<file path="config.mk">
export PLATFORM = sky130hd
export DESIGN_NAME = uart_count_msg_fmt
export DESIGN_NICKNAME = d
export VERILOG_FILES = /design/src/rtl/uart_fmt_pkg.sv /design/src/rtl/bin2dec_3dig.sv /design/src/rtl/uart_count_msg_fmt.sv
export SDC_FILE = /design/constraint.sdc
export NUM_CORES = 1
export LEC_CHECK = 0
export CAP_MARGIN = 20
export CORE_MARGIN = 5
export CORE_UTILIZATION = 50
export DETAILED_ROUTE_END_ITERATION = 16
export GPL_ROUTABILITY_DRIVEN = 0
export GPL_TIMING_DRIVEN = 0
export PLACE_DENSITY = 0.84
export SLEW_MARGIN = 20
export SYNTH_ARGS = -nofsm -noshare
export SYNTH_HDL_FRONTEND = slang
export SYNTH_HIERARCHICAL = 1
export SYNTH_SLANG_ARGS = --single-unit
</file>
<file path="constraint.sdc">
create_clock -name sclk -period 5.1 [get_ports sclk]
set_input_delay 0.765 -clock sclk [delete_from_list [all_inputs] [get_ports sclk]]
set_output_delay 0.765 -clock sclk [all_outputs]
set_load 0.01 [all_outputs]
</file>
<file path="src/rtl/uart_fmt_pkg.sv">
// Shared constants and types for the UART count-message formatter.
package uart_fmt_pkg;

  localparam logic [7:0]  ASC_0  = 8'h30;
  localparam logic [7:0]  ASC_SP = 8'h20;
  localparam logic [7:0]  ASC_CR = 8'h0D;
  localparam logic [7:0]  ASC_LF = 8'h0A;

  localparam logic [47:0] PREFIX_COUNT = "COUNT:";

  localparam int FRAME_BYTES = 11;
  localparam int FRAME_W     = FRAME_BYTES * 8;
  localparam int REM_W       = 10;

  typedef enum logic [2:0] {
    IDLE   = 3'd0,
    CONV_H = 3'd1,
    CONV_T = 3'd2,
    EMIT   = 3'd3,
    WAIT   = 3'd4
  } state_t;

  function automatic logic [7:0] dig2asc(input logic [3:0] d);
    return ASC_0 + {4'b0000, d};
  endfunction

endpackage

</file>
<file path="src/rtl/bin2dec_3dig.sv">
// Binary (0..999) to three decimal digits by repeated subtraction of 100 then 10.
// done is combinational on the last tens-check cycle; digits hold until the next start.
module bin2dec_3dig
  import uart_fmt_pkg::*;
(
  input  logic             sclk,
  input  logic             rst,
  input  logic             start,
  input  logic [REM_W-1:0] bin,
  output logic             busy,
  output logic             done,
  output logic [3:0]       h,
  output logic [3:0]       t,
  output logic [3:0]       u
);

  state_t           st_q;
  logic [REM_W-1:0] rem_q;
  logic [3:0]       h_q;
  logic [3:0]       t_q;

  always_ff @(posedge sclk) begin
    if (rst) begin
      st_q  <= IDLE;
      rem_q <= '0;
      h_q   <= '0;
      t_q   <= '0;
    end else if (start) begin
      st_q  <= CONV_H;
      rem_q <= bin;
      h_q   <= '0;
      t_q   <= '0;
    end else begin
      case (st_q)
        CONV_H: begin
          if (rem_q >= 10'd100) begin
            rem_q <= rem_q - 10'd100;
            h_q   <= h_q + 4'd1;
          end else begin
            st_q <= CONV_T;
          end
        end
        CONV_T: begin
          if (rem_q >= 10'd10) begin
            rem_q <= rem_q - 10'd10;
            t_q   <= t_q + 4'd1;
          end else begin
            st_q <= IDLE;
          end
        end
        default: st_q <= IDLE;
      endcase
    end
  end

  // Input is saturated to 999 upstream, so the remainder is a single digit here.
  assign busy = (st_q != IDLE);
  assign done = (st_q == CONV_T) && (rem_q < 10'd10);
  assign h    = h_q;
  assign t    = t_q;
  assign u    = rem_q[3:0];

endmodule

</file>
<file path="src/rtl/uart_count_msg_fmt.sv">
// Formats a count as "COUNT:hto\r\n" for the 11-byte UART sender; trig fires h+t+3 cycles after accept.
// Define ZERO_BLANK_EN to send leading zero digits as spaces (units always shown).
module uart_count_msg_fmt
  import uart_fmt_pkg::*;
#(
  parameter int          VALUE_W = 10,
  parameter int unsigned SAT_VAL = 999
) (
  input  logic               sclk,
  input  logic               rst,
  input  logic [VALUE_W-1:0] value,
  input  logic               value_valid,
  output logic [FRAME_W-1:0] send_11bytes,
  output logic               send_11bytes_trig,
  input  logic               send_11bytes_done,
  output logic               busy,
  output logic               msg_done,
  output logic               pend_overwrite
);

  state_t             state_q;
  logic [FRAME_W-1:0] frame_q;
  logic [FRAME_W-1:0] frame_d;
  logic               trig_q;
  logic               busy_q;
  logic               msg_done_q;
  logic               ovw_q;
  logic               pend_vld_q;
  logic [REM_W-1:0]   pend_val_q;

  logic [REM_W-1:0]   v_sat;
  logic               wait_done;
  logic               pend_store;
  logic               cv_start;
  logic [REM_W-1:0]   cv_bin;
  logic               cv_busy;
  logic               cv_done;
  logic [3:0]         cv_h;
  logic [3:0]         cv_t;
  logic [3:0]         cv_u;
  logic [7:0]         h_chr;
  logic [7:0]         t_chr;
  logic [7:0]         u_chr;

  always_comb begin
    v_sat = REM_W'(value);
    if (32'(value) > 32'(SAT_VAL)) v_sat = REM_W'(SAT_VAL);
  end

  // A strobe landing with done is the newest value and wins over the pending slot.
  always_comb begin
    wait_done  = (state_q == WAIT) && send_11bytes_done;
    cv_start   = ((state_q == IDLE) && value_valid) ||
                 (wait_done && (value_valid || pend_vld_q));
    cv_bin     = (wait_done && !value_valid) ? pend_val_q : v_sat;
    pend_store = value_valid && (state_q != IDLE) && !wait_done;
  end

  bin2dec_3dig u_bin2dec (
    .sclk  (sclk),
    .rst   (rst),
    .start (cv_start),
    .bin   (cv_bin),
    .busy  (cv_busy),
    .done  (cv_done),
    .h     (cv_h),
    .t     (cv_t),
    .u     (cv_u)
  );

  always_comb begin
    h_chr = dig2asc(cv_h);
    t_chr = dig2asc(cv_t);
    u_chr = dig2asc(cv_u);
`ifdef ZERO_BLANK_EN
    if (cv_h == 4'd0) begin
      h_chr = ASC_SP;
      if (cv_t == 4'd0) t_chr = ASC_SP;
    end
`endif
    frame_d = {PREFIX_COUNT, h_chr, t_chr, u_chr, ASC_CR, ASC_LF};
  end

  // The converter owns the hundreds/tens split; CONV_H here spans the whole conversion.
  always_ff @(posedge sclk) begin
    if (rst) begin
      state_q    <= IDLE;
      frame_q    <= '0;
      trig_q     <= 1'b0;
      busy_q     <= 1'b0;
      msg_done_q <= 1'b0;
      ovw_q      <= 1'b0;
      pend_vld_q <= 1'b0;
      pend_val_q <= '0;
    end else begin
      trig_q     <= 1'b0;
      msg_done_q <= 1'b0;
      ovw_q      <= 1'b0;
      if (pend_store) begin
        pend_val_q <= v_sat;
        pend_vld_q <= 1'b1;
        ovw_q      <= pend_vld_q;
      end
      case (state_q)
        IDLE: begin
          if (value_valid) begin
            state_q <= CONV_H;
            busy_q  <= 1'b1;
          end
        end
        CONV_H: begin
          if (cv_done) begin
            state_q <= EMIT;
          end else if (!cv_busy) begin
            state_q <= IDLE;
            busy_q  <= 1'b0;
          end
        end
        EMIT: begin
          frame_q <= frame_d;
          trig_q  <= 1'b1;
          state_q <= WAIT;
        end
        WAIT: begin
          if (send_11bytes_done) begin
            msg_done_q <= 1'b1;
            if (cv_start) begin
              state_q    <= CONV_H;
              pend_vld_q <= 1'b0;
            end else begin
              state_q <= IDLE;
              busy_q  <= 1'b0;
            end
          end
        end
        default: begin
          state_q <= IDLE;
          busy_q  <= 1'b0;
        end
      endcase
    end
  end

  assign send_11bytes      = frame_q;
  assign send_11bytes_trig = trig_q;
  assign busy              = busy_q;
  assign msg_done          = msg_done_q;
  assign pend_overwrite    = ovw_q;

endmodule

</file>
==> run metrics, run 1 <==
status completed; Tot Pwr 0.986 mW; die width 90.2 um; internal power 0.692 mW; Die Y 90.2 um; Crit Path Category in -> reg; Pwr Density 234 nW/um2; flops & latches, synth 51; cells after synthesis 388; port bufs 63; sequential share of power 45.7%; CTS clk-pin slew, worst paths 0.09 ns; cts bufs inserted 5; CTS Buffer Depth 2; Clk Latency, worst-skew pair 0.30 ns; RSZ-0062 raised after global routing false; Total GRT Usage 16.9%; commonest cells after routing, fill and taps aside 82 x buf_4, 63 x clkdlybuf4s50_1, 54 x nand2_1; post-route clock period utilization 60.3%; final hold violation count 0; register area share after synthesis 31.8%; logic gate share of total power 26.7%; YS warnings 6; share of cells above drive strength 1 23.0%; hold crit path type reg -> reg; worst-margin pin slew 0.743 ns; Post-Syn Area 3220 um2; Mapped Avg Cell Area 8.29 um2; Critical Path End Type register; Crit Path Max Fanout 10; DRC Markers 0; DR iter-0 viols 146; CP required 5.26 ns; commonest non-fill, non-tap cell in the layout buf_4; DP Wirelength 5.75 mm; PostCTS Resize Cnt 0; startpoint types primary input; switching pwr 0.295 mW; Top FF cell, synth dfxtp_1; Post-synth EDFFs 0; Vias 2819; gr ovfl total 0; CP Cell Sequence clkdlybuf4s50_1 -> a21oi_1 -> nor4_2 -> inv_1 -> nand2_1 -> clkbuf_1 -> o32ai_1; Detailed Route WL 7.25 mm; Register-to-Register Setup Slack 2.58 ns; initial core utilization 50.9%; Synth async-reset ratio 0%; vias in the first global route 2516; post-synthesis cell type count 64; Slowest cell on crit path clkdlybuf4s50_1; relative slew slack 50.1%; first-pass GRT wire length 11.9 mm; minimum clock period 3.07 ns; TNS Setup 0 ns; Max H-tree Level 2; hold_buf cts 0; CTS Sinks 51; largest net degree at the start of global routing 36; final core occ 66.6%; diodes inserted 0; CP Data Arrival Time 3.24 ns; # IOs 106; row cnt 29; first-pass iteration count of the detailed router 4; max incr delay on CP 0.68 ns; Max Clock Skew 0.00721 ns; initial antenna violation count 0; leak pwr 1.80 nW; Peak VDD IR 216 uV; Core Region 6310 um2; root buffer cell clkbuf_8; Sw Ratio 29.9%; Die ar. 8140 um2; fmax 325 MHz; Clock power frac 27.5%; fin. max-slew vios 0; post-CTS setup buffers 0; final hold slack 0.458 ns; Layout area overhead 30.8%; Final setup viols 0; post-route ant nets 0; CTS tree yes; Max Cap Violations 0; layout net count 520; wire per inst 12.6 um; via density per instance 4.89
per-stage QoR:
stage / setup WS [ns] / instance area [um2] / cells
CTS: 1.60 / 4200 / 576
global route: 1.91 / 4210 / 576
global placement: 1.45 / 4100 / 569
detailed placement: 1.30 / 4100 / 569
floorplan: 2.87 / 3370 / 429
finish: 2.03 / 4210 / 576
state kept, by name, summed over array words and instances (netlist names), 2 cells and up:
| register | count |
|---|---|
| pend_val_q | 10 |
| send_11bytes | 13 |
| state_q | 3 |
| u_bin2dec/h | 4 |
| u_bin2dec/rem_q | 10 |
| u_bin2dec/st_q | 2 |
| u_bin2dec/t | 4 |
kinds of logic (layout without fill, tap and decap cells):
kind of cell | Yosys count | after routing | synth area share, %
adders and majority gates | 7 | 7 | 2.72
muxes | 10 | 10 | 3.31
xor gates and xnor gates | 7 | 7 | 1.91
buffers and inverters | 104 | 174 | 22.8
and+or+nand+nor | 130 | 130 | 20.7
AOI/OAI and AO/OA | 78 | 78 | 16.8
DFF | 51 | 51 | 31.8
other | 1 | 42 | 0.117
power by group through the flow:
| stage | Sequential [mW] | Combinational [mW] | Clock [mW] |
|---|---|---|---|
| floorplan | 0.453 | 0.208 | 0 |
| global placement | 0.458 | 0.251 | 0 |
| detailed placement | 0.460 | 0.259 | 0 |
| CTS | 0.451 | 0.260 | 0.276 |
| global route | 0.455 | 0.290 | 0.290 |
| finish | 0.451 | 0.263 | 0.272 |
Yosys cell counts (2+ instances only):
cell type | instances | share of area [%]
nor3_4 | 2 | 1.0
or4_1 | 3 | 0.70
nor3_1 | 5 | 0.78
nand3_1 | 10 | 1.6
or3_1 | 3 | 0.58
and3_1 | 4 | 0.78
mux2_1 | 5 | 1.8
inv_1 | 7 | 0.82
nand2_1 | 54 | 6.3
a32oi_1 | 2 | 0.54
ha_1 | 7 | 2.7
o21ai_1 | 7 | 1.1
buf_2 | 3 | 0.47
clkbuf_1 | 5 | 0.58
xnor2_1 | 3 | 0.82
o211ai_1 | 2 | 0.47
a31oi_1 | 2 | 0.39
inv_2 | 2 | 0.23
nor2_1 | 26 | 3.0
buf_6 | 4 | 1.4
o21ai_0 | 5 | 0.78
a21oi_1 | 34 | 5.3
xor2_1 | 4 | 1.1
and2_1 | 2 | 0.39
nand2b_1 | 4 | 0.78
buf_4 | 82 | 19
dfxtp_1 | 51 | 32
nor2b_1 | 4 | 0.78
nor4_1 | 3 | 0.58
a211oi_1 | 4 | 0.93
mux2i_1 | 5 | 1.6
o32ai_1 | 2 | 0.54
metal layers:
layer  wire (um)  track usage, %  part of all wire (%)
met1        3170            21.1                    44
met2        3380            29.3                    47
met3         627            4.51                   8.7
met4          70            2.98                  0.97
met5           0               0                     0
worst paths after layout:
| kind | cells past startpoint | endpoint | from |
|---|---|---|---|
| max reg2reg | 7 | u_bin2dec/rem_q[9] | state_q[2] |
| max | 7 | u_bin2dec/rem_q[9] | value_valid |
| min reg2reg | 2 | send_11bytes[24] | send_11bytes[24] |
| min | 2 | send_11bytes[24] | send_11bytes[24] |
worst max-delay path: cells and delay by family:
family                 cells  cell delay, ns
AOI/OAI and AO/OA          2            0.27
buffers and inverters      3            1.38
and+or+nand+nor            2            0.82
layout make-up:
| class | count | area, um2 |
|---|---|---|
| fillers | 527 | 2110 |
| well taps | 77 | 96.3 |
| multi-input cells | 274 | 1620 |
| flip-flops and latches | 51 | 1020 |
| repair buffers | 63 | 631 |
| clock buffers | 6 | 72.6 |
| clock inverters | 1 | 30.0 |
| inverters | 9 | 33.8 |
| plain buffers | 95 | 698 |
No activity file was read; power rests on OpenSTA's default activity.
==> run 2, diff against run 1 <==
--- a/config.mk
+++ b/config.mk
@@ -7,11 +7,11 @@
 export LEC_CHECK = 0
 export CAP_MARGIN = 20
 export CORE_MARGIN = 5
-export CORE_UTILIZATION = 50
+export CORE_UTILIZATION = 47
 export DETAILED_ROUTE_END_ITERATION = 16
 export GPL_ROUTABILITY_DRIVEN = 0
 export GPL_TIMING_DRIVEN = 0
-export PLACE_DENSITY = 0.84
+export PLACE_DENSITY = 0.8
 export SLEW_MARGIN = 20
 export SYNTH_ARGS = -nofsm -noshare
 export SYNTH_HDL_FRONTEND = slang
==> constraint.sdc (replaced) <==
create_clock -name sclk -period 3.2 [get_ports sclk]
set_input_delay 0.48 -clock sclk [delete_from_list [all_inputs] [get_ports sclk]]
set_output_delay 0.48 -clock sclk [all_outputs]
set_load 0.01 [all_outputs]
==> run 2 against run 1 <==
  * Clock skew is 0.0021 ns higher
  * Clock power is 52% higher
  * Critical path type unchanged
  * Clock-buffer cell count is 1 higher
  * Worst setup slack worse by 1.5 ns
  * Worst hold slack better by 0.0028 ns
==> run metrics, run 2 (synthesized netlist as in run 1, its figures left out) <==
CP required 3.37 ns (-1.89 ns); Slowest cell on crit path clkdlybuf4s50_1; CTS Sinks 51 (unchanged); Critical Path End Type register; startpoint types primary input; Peak VDD IR 235 uV (+9.0%); first-pass iteration count of the detailed router 4 (unchanged); hold crit path type reg -> reg; Detailed Route WL 7.33 mm (+1.1%); post-CTS setup buffers 0 (unchanged); diodes inserted 0 (unchanged); Final setup viols 0 (unchanged); fmax 369 MHz; commonest non-fill, non-tap cell in the layout buf_4; Die Y 92.7 um (+2.8%); initial antenna violation count 0 (unchanged); Crit Path Max Fanout 10 (unchanged); die width 92.7 um (+2.8%); leak pwr 1.80 nW (about the same); row cnt 30 (+3.4%); CTS Buffer Depth 2 (unchanged); # IOs 106 (unchanged); initial core utilization 47.9% (-3.1 points); vias in the first global route 2565 (+1.9%); Max Cap Violations 0 (unchanged); CP Data Arrival Time 2.89 ns (-0.35 ns); Total GRT Usage 16.8% (-0.086 points); first-pass GRT wire length 11.9 mm (+0.35%); Layout area overhead 31.0%; root buffer cell clkbuf_8; status completed; cts bufs inserted 5 (unchanged); fin. max-slew vios 0 (unchanged); hold_buf cts 0 (unchanged); FILL cells 587 (+11%); Die ar. 8600 um2 (+5.7%); post-route ant nets 0 (unchanged); worst-margin pin slew 0.709 ns (-0.0344 ns); minimum clock period 2.71 ns; Crit Path Category in -> reg; PostCTS Resize Cnt 0 (unchanged); TNS Setup 0 ns (unchanged); port bufs 63 (unchanged); post-route clock period utilization 84.7%; CTS tree yes; DR iter-0 viols 193 (+32%); CP Cell Sequence clkdlybuf4s50_1 -> a21oi_1 -> nor4_2 -> inv_1 -> nand2_1 -> clkbuf_1 -> o32ai_1; relative slew slack 52.4% (+2.3 points); gr ovfl total 0 (unchanged); DRC Markers 0 (unchanged); largest net degree at the start of global routing 36 (unchanged); share of cells above drive strength 1 23.4% (+0.35 points); placed cell count 572 (+0.53%); Core Region 6720 um2 (+6.4%); Clk Latency, worst-skew pair 0.31 ns (about the same); layout net count 520 (unchanged); Max H-tree Level 2 (unchanged); number of flip-flops in the largest register 13 (unchanged); final std cells w/o fill 580 (+0.69%); RSZ-0062 raised after global routing false; CTS clk-pin slew, worst paths 0.09 ns (about the same); Vias 2832 (+0.46%); max incr delay on CP 0.68 ns (about the same); commonest cells after routing, fill and taps aside 82 x buf_4, 63 x clkdlybuf4s50_1, 54 x nand2_1; via density per instance 4.88 (-0.23%); DP Wirelength 5.82 mm (+1.2%); final hold violation count 0 (unchanged); Max Clock Skew 0.00933 ns (+0.00212 ns); wire per inst 12.6 um (+0.43%); Pwr Density 369 nW/um2 (+57%)
-- run 2: cell count changes in the layout (fill, tap and decap cells not counted) --
cell        before  now
bufinv_16        1    0
clkbuf_1         6    5
clkbuf_8         5    7
clkinvlp_4       0    1
-- run 2: cell type report --
type,count,area (um2),share of cell area [%]
buffer,95,698,16.6
multi-input combinational,274,1620,38.5
timing repair buffer,63,631,15.0
inverter,9,33.8,0.802
sequential,51,1020,24.3
clock buffer,7,96.3,2.29
tap,80,100,2.38
clock inverter,1,7.51,0.178
-- run 2: path summary, 6_finish.rpt --
kind | startpoint | endpoint | slack [ns] | depth (start not counted)
setup / recovery | value_valid | u_bin2dec/rem_q[9] | 0.49 | 7
hold / removal | send_11bytes[24] | send_11bytes[24] | 0.46 | 2
setup reg to reg | u_bin2dec/rem_q[2] | u_bin2dec/rem_q[4] | 0.72 | 8
hold reg to reg | send_11bytes[24] | send_11bytes[24] | 0.46 | 2
-- run 2: worst max-delay path, delay by kind of cell --
family / cells / cell delay, ns
buffers and inverters: 3 / 1.35
and+or+nand+nor: 2 / 0.80
AOI/OAI and AO/OA: 2 / 0.26
-- run 2: per-layer routing --
layer | GRT usage [%] | part of all wire [%]
met1 | 19.6 | 42
met5 | 0 | 0
met3 | 4.22 | 9.1
met4 | 7.45 | 1.9
met2 | 28.9 | 47
-- run 2: report_power, final --
| group | switching (mW) | leakage [nW] | internal [mW] | total (mW) |
|---|---|---|---|---|
| Combinational | 0.220 | 1.34 | 0.200 | 0.420 |
| Clock | 0.217 | 0.0505 | 0.197 | 0.414 |
| Sequential | 0.0472 | 0.415 | 0.672 | 0.719 |
-- run 2: metrics by stage --
step           hold slack, ns  cell area [um2]  worst slack, ns  power (mW)  utilization, %
2_1_floorplan           0.434             3370             1.13        1.05               -
3_3_place_gp            0.440             4100           -0.142        1.13            61.0
3_5_place_dp            0.447             4100           -0.173        1.14            61.0
4_1_cts                 0.460             4200            0.145        1.56            62.6
5_1_grt                 0.476             4210            0.282        1.64            62.7
6_report                0.461             4210            0.489        1.55            62.7
==> run 3, diff against run 2 <==
--- a/config.mk
+++ b/config.mk
@@ -7,11 +7,11 @@
 export LEC_CHECK = 0
 export CAP_MARGIN = 20
 export CORE_MARGIN = 5
-export CORE_UTILIZATION = 47
+export CORE_UTILIZATION = 42
 export DETAILED_ROUTE_END_ITERATION = 16
 export GPL_ROUTABILITY_DRIVEN = 0
 export GPL_TIMING_DRIVEN = 0
-export PLACE_DENSITY = 0.8
+export PLACE_DENSITY = 0.75
 export SLEW_MARGIN = 20
 export SYNTH_ARGS = -nofsm -noshare
 export SYNTH_HDL_FRONTEND = slang
==> constraint.sdc (replaced) <==
create_clock -name sclk -period 2.3 [get_ports sclk]
set_input_delay 0.345 -clock sclk [delete_from_list [all_inputs] [get_ports sclk]]
set_output_delay 0.345 -clock sclk [all_outputs]
set_load 0.01 [all_outputs]
==> run 3 against run 2 <==
  * Clock-buffer cell count decreased by 1
  * Critical endpoint is now u_bin2dec/rem_q[4]
  * Cell area increased by 1.8%
  * Largest cell class unchanged
  * Die area increased by 11%
  * First-iteration DRC count decreased by 32%
  * Combinational power increased by 41%
==> run metrics, run 3 (synthesized netlist as in run 1, its figures left out) <==
commonest cells after routing, fill and taps aside 83 x buf_4, 62 x clkdlybuf4s50_1, 54 x nand2_1; post-route cell area 4290 um2 (+1.8%); max incr delay on CP 0.41 ns (-0.27 ns); Tot Pwr 2.24 mW (+44%); Pwr Density 522 nW/um2 (+41%); CP Cell Sequence inv_1 -> ha_1 -> a21oi_4 -> a31oi_4 -> a211oi_4 -> buf_6 -> nor4_1 -> a311o_1; reg2reg path depth 8 (unchanged); DR iter-0 viols 131 (-32%); number of flip-flops in the largest register 13 (unchanged); die width 97.5 um (+5.2%); final core occ 56.4% (-6.3 points); startpoint types register; Max Cap Violations 0 (unchanged); diodes inserted 0 (unchanged); final std cells w/o fill 603 (+4.0%); CP Data Arrival Time 2.40 ns (-0.49 ns); placed cell count 594 (+3.8%); largest net degree at the start of global routing 36 (unchanged); Layout area overhead 33.3%; leak pwr 1.83 nW (+1.8%); Crit Path Max Fanout 10 (unchanged); CTS tree yes; initial antenna violation count 0 (unchanged); Slowest cell on crit path dfxtp_1; r2r startpoint u_bin2dec/rem_q[2]; commonest non-fill, non-tap cell in the layout buf_4; minimum clock period 2.20 ns; DP Wirelength 5.64 mm (-3.1%); relative slew slack 60.1% (+7.7 points); fmax 455 MHz; FILL cells 727 (+24%); row cnt 32 (+6.7%); via density per instance 4.62 (-5.4%); Peak VDD IR 312 uV (+32%); Final setup viols 0 (unchanged); initial core utilization 42.3% (-5.6 points); FF-to-FF End u_bin2dec/rem_q[4]; crit path from u_bin2dec/rem_q[2]; Critical Path End Type register; worst-margin pin slew 0.598 ns (-0.110 ns); Vias 2785 (-1.7%); vias in the first global route 2467 (-3.8%); Placement Cell Area 4130 um2 (+0.82%); Detailed Route WL 7.08 mm (-3.3%); CP required 2.50 ns (-0.87 ns); hold_buf cts 0 (unchanged); TNS Setup 0 ns (unchanged); Max H-tree Level 2 (unchanged); Clk Latency, worst-skew pair 0.31 ns (about the same); Die Y 97.5 um (+5.2%); share of cells above drive strength 1 24.2% (+0.75 points); Register-to-Register Setup Slack 0.10 ns (-0.62 ns); CTS Sinks 51 (unchanged); # IOs 106 (unchanged); fin. max-slew vios 0 (unchanged); CTS Buffer Depth 2 (unchanged); DRC Markers 0 (unchanged); hold crit path type reg -> reg; port bufs 63 (unchanged); end of the critical path u_bin2dec/rem_q[4]; Total GRT Usage 14.6% (-2.1 points); post-route ant nets 0 (unchanged); first-pass GRT wire length 11.6 mm (-2.5%); first-pass iteration count of the detailed router 4 (unchanged); Die ar. 9510 um2 (+11%); cts bufs inserted 5 (unchanged); status completed; Crit Path Category reg -> reg; CTS clk-pin slew, worst paths 0.09 ns (about the same); RSZ-0062 raised after global routing true; final worst-path setup slack 0.104 ns (-0.385 ns); gr ovfl total 0 (unchanged); final hold slack 0.457 ns (-0.00398 ns); post-route clock period utilization 95.5%; Core Region 7610 um2 (+13%); layout net count 521 (+0.19%); wire per inst 11.7 um (-7.0%); root buffer cell clkbuf_8; Max Clock Skew 0.00417 ns (-0.00516 ns); DP Worst Slack -0.616 ns (-0.443 ns); final hold violation count 0 (unchanged)
run 3: changes by cell type in the layout (fill, tap and decap cells not counted), sizes merged:
| cell | change |
|---|---|
| clkinvlp | -1 |
| clkdlybuf4s50 | -1 |
| clkinv | +1 |
| bufinv | +1 |
| dlymetal6s2s | +1 |
| clkbuf | -1 |
| buf | +1 |
run 3: repair_timing:
action / 4_1_cts / 5_1_grt
resized for setup: 4 / 3
pin swaps: 0 / 1
buffers inserted: 0 / 1
setup endpoints to repair: 49 / 4
gates cloned: 0 / 0
run 3: critical path: cells and delay by family, from the launching register on:
family,cells,cell delay [ns]
adders and majority gates,1,0.25
AOI/OAI and AO/OA,4,1.04
buffers and inverters,2,0.32
and+or+nand+nor,1,0.06
DFF,1,0.41
run 3: how the worst min path moves through the flow:
stage,cells after the start,to,start
floorplan,2,pend_val_q[5],pend_val_q[5]
global placement,2,pend_val_q[9],pend_val_q[9]
detailed placement,2,send_11bytes[24],send_11bytes[24]
CTS,2,send_11bytes[24],send_11bytes[24]
global route,2,pend_val_q[7],pend_val_q[7]
finish,2,send_11bytes[24],send_11bytes[24]
run 3: area by class of cell:
class,instances,area (um2),share of cell area [%]
flip-flops and latches,51,1020,23.8
clock inverters,2,35.0,0.817
plain buffers,95,699,16.3
multi-input cells,274,1650,38.4
repair buffers,64,641,14.9
well taps,102,128,2.98
inverters,9,33.8,0.788
clock buffers,6,82.6,1.93
run 3: per-layer routing:
layer	global-route usage, %	part of all wire (%)	up-vias
li1	-	-	1431
met1	18.8	45	1229
met2	23.9	45	114
met3	4.16	8.3	11
met4	3.94	1.5	0
met5	0	0	-
run 3: power breakdown:
part           internal (mW)  switching [mW]  total (mW)
clock network          0.352           0.294       0.647
logic                  0.284           0.307       0.591
registers              0.935          0.0638       0.999
total                   1.57           0.665        2.24
